===== config.mk =====
export PLATFORM = sky130hd
export DESIGN_NAME = rvskid_buf
export DESIGN_NICKNAME = d
export VERILOG_FILES = /design/src/rtl/rv_pipe_pkg.sv /design/src/rtl/rvdffe_sync.sv /design/src/rtl/rvskid_buf.sv
export SDC_FILE = /design/constraint.sdc
export NUM_CORES = 1
export LEC_CHECK = 0
export CAP_MARGIN = 20
export CORE_MARGIN = 2
export CORE_UTILIZATION = 40
export DETAILED_ROUTE_END_ITERATION = 6
export HOLD_SLACK_MARGIN = 0.08
export PLACE_DENSITY = 0.73
export SLEW_MARGIN = 25
export SYNTH_ARGS = -nofsm -noshare
export SYNTH_HDL_FRONTEND = slang
export SYNTH_SLANG_ARGS = --single-unit
export TNS_END_PERCENT = 100

===== constraint.sdc =====
create_clock -name clk -period 1.7 [get_ports clk]
set_input_delay 0.255 -clock clk [delete_from_list [all_inputs] [get_ports clk]]
set_output_delay 0.255 -clock clk [all_outputs]
set_load 0.05 [all_outputs]

===== src/rtl/rv_pipe_pkg.sv =====
// Shared definitions for the ready/valid pipeline buffers.
// SKID_* : occupancy state encoding {skid_v, main_v}
// CNT_W  : width of the occupancy count output
package rv_pipe_pkg;

  localparam logic [1:0] SKID_EMPTY = 2'b00;
  localparam logic [1:0] SKID_ONE   = 2'b01;
  localparam logic [1:0] SKID_FULL  = 2'b11;

  localparam int CNT_W = 2;

endpackage


===== src/rtl/rvdffe_sync.sv =====
// Enabled register with synchronous active-high clear.
// clk : rising-edge clock
// clr : synchronous clear, wins over en
// en  : load enable
// d   : next value
// q   : registered value
module rvdffe_sync #(
  parameter int WIDTH = 1
) (
  input  logic             clk,
  input  logic             clr,
  input  logic             en,
  input  logic [WIDTH-1:0] d,
  output logic [WIDTH-1:0] q
);

  always_ff @(posedge clk) begin
    if (clr) begin
      q <= '0;
    end else if (en) begin
      q <= d;
    end
  end

endmodule


===== src/rtl/rvskid_buf.sv =====
// Two-entry skid buffer feeding a plain output register.
// Breaks the ready path between producer and consumer at full throughput.
// clk       : clock, all state on rising edge
// rst       : synchronous active-high reset, clears all state and data
// flush     : synchronous kill of held entries
// in_valid  : producer offers in_data
// in_ready  : buffer accepts this cycle (flop-driven)
// in_data   : producer payload
// out_valid : out_data holds a valid entry
// out_ready : consumer accepts out_data
// out_data  : head entry, straight from the main register
// count     : occupancy 0..2
module rvskid_buf
  import rv_pipe_pkg::*;
#(
  parameter int WIDTH = 7
) (
  input  logic             clk,
  input  logic             rst,
  input  logic             flush,
  input  logic             in_valid,
  output logic             in_ready,
  input  logic [WIDTH-1:0] in_data,
  output logic             out_valid,
  input  logic             out_ready,
  output logic [WIDTH-1:0] out_data,
  output logic [CNT_W-1:0] count
);

  logic             main_v;
  logic             skid_v;
  logic [WIDTH-1:0] main_q;
  logic [WIDTH-1:0] skid_q;
  logic [1:0]       state;

  logic             push;
  logic             pop;
  logic             main_ld;
  logic             skid_ld;
  logic             main_v_d;
  logic             skid_v_d;
  logic [WIDTH-1:0] main_d;

  assign state = {skid_v, main_v};

  // Ready depends only on the skid flag, so there is no combinational
  // path from out_ready or in_valid.
  assign in_ready  = ~skid_v;
  assign push      = in_valid & in_ready;
  assign pop       = main_v & out_ready;

  assign out_valid = main_v;
  assign out_data  = main_q;
  assign count     = {1'b0, main_v} + {1'b0, skid_v};

  // Next-state and load decode
  always_comb begin
    main_ld  = 1'b0;
    skid_ld  = 1'b0;
    main_v_d = main_v;
    skid_v_d = skid_v;
    main_d   = in_data;
    case (state)
      SKID_EMPTY: begin
        if (push) begin
          main_ld  = 1'b1;
          main_v_d = 1'b1;
        end
      end
      SKID_ONE: begin
        if (push && pop) begin
          main_ld = 1'b1;
        end else if (push) begin
          skid_ld  = 1'b1;
          skid_v_d = 1'b1;
        end else if (pop) begin
          main_v_d = 1'b0;
        end
      end
      SKID_FULL: begin
        // in_ready is low here, so only a pop can happen; the older
        // skid entry moves up into the main register.
        if (pop) begin
          main_ld  = 1'b1;
          main_d   = skid_q;
          skid_v_d = 1'b0;
        end
      end
      default: begin
        // {skid_v, main_v} = 10 is unreachable; hold.
      end
    endcase
    // A flush cycle drops its handshakes; payload registers keep their
    // contents so they do not toggle needlessly.
    if (flush) begin
      main_ld = 1'b0;
      skid_ld = 1'b0;
    end
  end

  // Storage registers
  rvdffe_sync #(.WIDTH(1)) u_main_v (
    .clk (clk),
    .clr (rst | flush),
    .en  (1'b1),
    .d   (main_v_d),
    .q   (main_v)
  );

  rvdffe_sync #(.WIDTH(1)) u_skid_v (
    .clk (clk),
    .clr (rst | flush),
    .en  (1'b1),
    .d   (skid_v_d),
    .q   (skid_v)
  );

  rvdffe_sync #(.WIDTH(WIDTH)) u_main_q (
    .clk (clk),
    .clr (rst),
    .en  (main_ld),
    .d   (main_d),
    .q   (main_q)
  );

  rvdffe_sync #(.WIDTH(WIDTH)) u_skid_q (
    .clk (clk),
    .clr (rst),
    .en  (skid_ld),
    .d   (in_data),
    .q   (skid_q)
  );

endmodule


==> flow_summary_export.csv, run 1 <==
group,metric,value,unit
timing,slew_headroom,0.753,
clocking,cts-root-buf,"clkbuf_4",
clocking,ctsLongestPathBuffers,2,
placed_design,port_buffers,22,
timing,rsz0062_at_grt,"false",
timing,tightest_slew,0.369,ns
worst_setup_path,path_max_fanout,8,
placed_design,place_congestion,0.748,
route,avgViaCountPerCell,5.16,
finish,fill_cells,143,
clocking,cts_resized,0,
synthesis,syn_nets,104,
route,route.met3.wl,118,um
worst_setup_path,crit_slowest_cell,"dfxtp_4",
worst_setup_path,crit_path_end_kind,"flip-flop",
synthesis,synthCells,88,
die,num_rows,15,
clocking,hold_buffers,0,
finish,area_growth_syn_to_layout,52.9,%
worst_setup_path,worstPathArrival,1.79,ns
finish,multiInputGateArea,483,sq um
synthesis,synth-seq-cells,16,
route,firstDrtPassIters,5,
synthesis,avgSynthCellArea,8.87,sq um
synthesis,synth-edff-count,0,
pwr,power-per-cell-area,750,mW/mm^2
route,drt-initial-drc-count,9,
timing,finalHoldViolations,0,
synthesis,syn-cell-area,781,sq um
timing,finalCritPeriodShare,0.929,
timing,hold_ws,0.492,ns
die,pin_count,23,
synthesis,synth_top_cells_by_count,"dfxtp_1, nand2_1, nor2_1",
synthesis,synth_top_area_cell,"dfxtp_1",
grt,grt_pass1_vias,708,
clocking,h-tree-depth,1,
clocking,cts.clk_slew.worst_paths,0.10,ns
grt,grt_pass1_wl,2920,um
worst_setup_path,path_cells,"clkinvlp_4 -> ha_4 -> nand2_4 -> o311ai_4 -> buf_4 -> a21oi_1 -> a311oi_1",
die,die_x,48.2,um
clocking,post_cts_buffers,0,
grt,grt-ovfl-total,0,
route,drt-total-wl,1870,um
timing,max_freq,633,MHz
pwr,p_leak,0.515,nW
clocking,cts_sinks,16,
route,drc_errors,0,
grt,track_usage,0.188,
timing,finClkSkew,0.00344,ns
job,max-cap-violations,0,
clocking,clk_latency,0.30,ns
worst_setup_path,cp.required,1.91,ns
route,antenna_left,0,
finish,nets,138,
finish,diodes,0,
grt,grt_start_max_net_pins,10,
synthesis,yosysMostFrequentCell,"dfxtp_1",
die,fp.dieArea,0.00232,sq mm
run_status,status,"finished clean",
grt,antenna_found_initial,0,
worst_setup_path,slowest_delay,0.40,ns
worst_setup_path,crit_path_start_kind,"flip-flop",
synthesis,yosys_most_used_dff,"dfxtp_1",
synthesis,synth_top_area_frac,0.410,
synthesis,synthTopCellsByArea,"dfxtp_1, mux2i_1, a311oi_1, nand2_1, ha_1",
synthesis,ys_seq_area_frac,0.410,
finish,drive_gt1_frac,0.306,
route,top_layer_used,"met4",
worst_setup_path,r2r_slack,0.12,ns
timing,min_period,1.58,ns
timing,setup-violations-final,0,
synthesis,synthArstFlopShare,0,
finish,seqCellArea,328,sq um
die,initial_core_util,0.438,
route,wl_per_cell,12.8,um
worst_setup_path,critical_path_class,"reg -> reg",
route,m1WireLength,818,um
route,dr_total_vias,754,
synthesis,ys_warn_count,0,
timing,maxSlewViolCount,0,
clocking,numCtsBuffers,3,
pwr,power,895,uW
die,die_h,48.2,um
die,core_area,0.00178,sq mm
clocking,tritoncts,"yes",
route,wl_met2,883,um
timing,finalSetupTns,0,ns
pwr,ir_drop,0.000400,V
synthesis,ys_types,22,
hold_path,hp-class,"reg -> reg",
placed_design,dpl.hpwl,1380,um
[per-layer routing]
layer  up-vias  global-route usage
met2        25               0.303
met3         6              0.0370
li1        376                   -
met1       347               0.222
met5         -                   0
met4         0               0.130
[logic make-up (layout without fill, tap and decap cells)]
kind of cell	after synthesis	in the layout	synth area share
flops	16	16	0.410
mux	7	7	0.0897
fa+ha+maj	4	4	0.0641
buf+inv	7	40	0.0401
simple gates	35	35	0.210
compound gates	19	19	0.186
[critical path: cells and delay by family (launching register included)]
family,cells,cell delay [ns]
compound gates,3,0.53
simple gates,1,0.06
buf+inv,2,0.31
flops,1,0.40
fa+ha+maj,1,0.18
[report_power, final]
part	switching (mW)	internal (mW)
clock network	0.135	0.131
registers	0.0147	0.391
logic	0.126	0.0989
total	0.275	0.620
[path summary, 6_finish.rpt]
| path | startpoint | end | cells past startpoint |
|---|---|---|---|
| worst max-delay path | u_skid_v.q | u_main_q.q[5] | 7 |
| worst min-delay path | u_skid_q.q[4] | u_main_q.q[4] | 2 |
| worst min register to register | u_skid_q.q[4] | u_main_q.q[4] | 2 |
| worst max register to register | u_skid_v.q | u_main_q.q[5] | 7 |
[cell type report]
type / instances / share of cell area
Timing Repair Buffer: 33 / 0.252
Tap cell: 25 / 0.0262
Multi-Input combinational cell: 65 / 0.405
Sequential cell: 16 / 0.275
Clock buffer: 4 / 0.0304
Inverter: 3 / 0.0126
[stage by stage]
stage | setup WS (ns) | cell area (sq um) | utilization | instances
3_3_place_gp | 0.0269 | 1160 | 0.649 | 142
2_1_floorplan | -0.0321 | 850 | - | 88
6_report | 0.121 | 1190 | 0.669 | 146
3_5_place_dp | -0.0281 | 1160 | 0.649 | 142
5_1_grt | 0.0307 | 1190 | 0.669 | 146
4_1_cts | 0.110 | 1190 | 0.669 | 146
[cells in the final DEF (no fill, tap or decap)]
master            n
dfxtp_1          14
nand3_1           1
buf_12            2
nand2_1          14
nand3_2           1
o311ai_4          1
inv_1             2
and2_1            1
nand2_2           1
mux2i_1           7
a211oi_1          1
ha_4              3
a21oi_1           8
dfxtp_4           2
nor4_1            1
nand4bb_1         1
a311oi_1          7
ha_1              1
nand2b_1          1
nand3b_4          1
nor2_1           12
buf_4            20
clkbuf_8          1
clkbuf_4          3
clkdlybuf4s50_1  11
o21ai_0           2
clkinvlp_4        1
nand2_4           1
[sequential cells by signal, indices dropped and copies added, names as in the netlist]
signal,count
u_main_v.q,1
u_main_q.q,7
u_skid_v.q,1
u_skid_q.q,7
Note: power is estimated with default switching activity, not from simulation.
==> run 2, diff against run 1 <==
CTS_CLUSTER_DIAMETER = 150   (was not set)
==> results of run 2 <==
Final layout, timing and power as in run 1 (identical DEF).
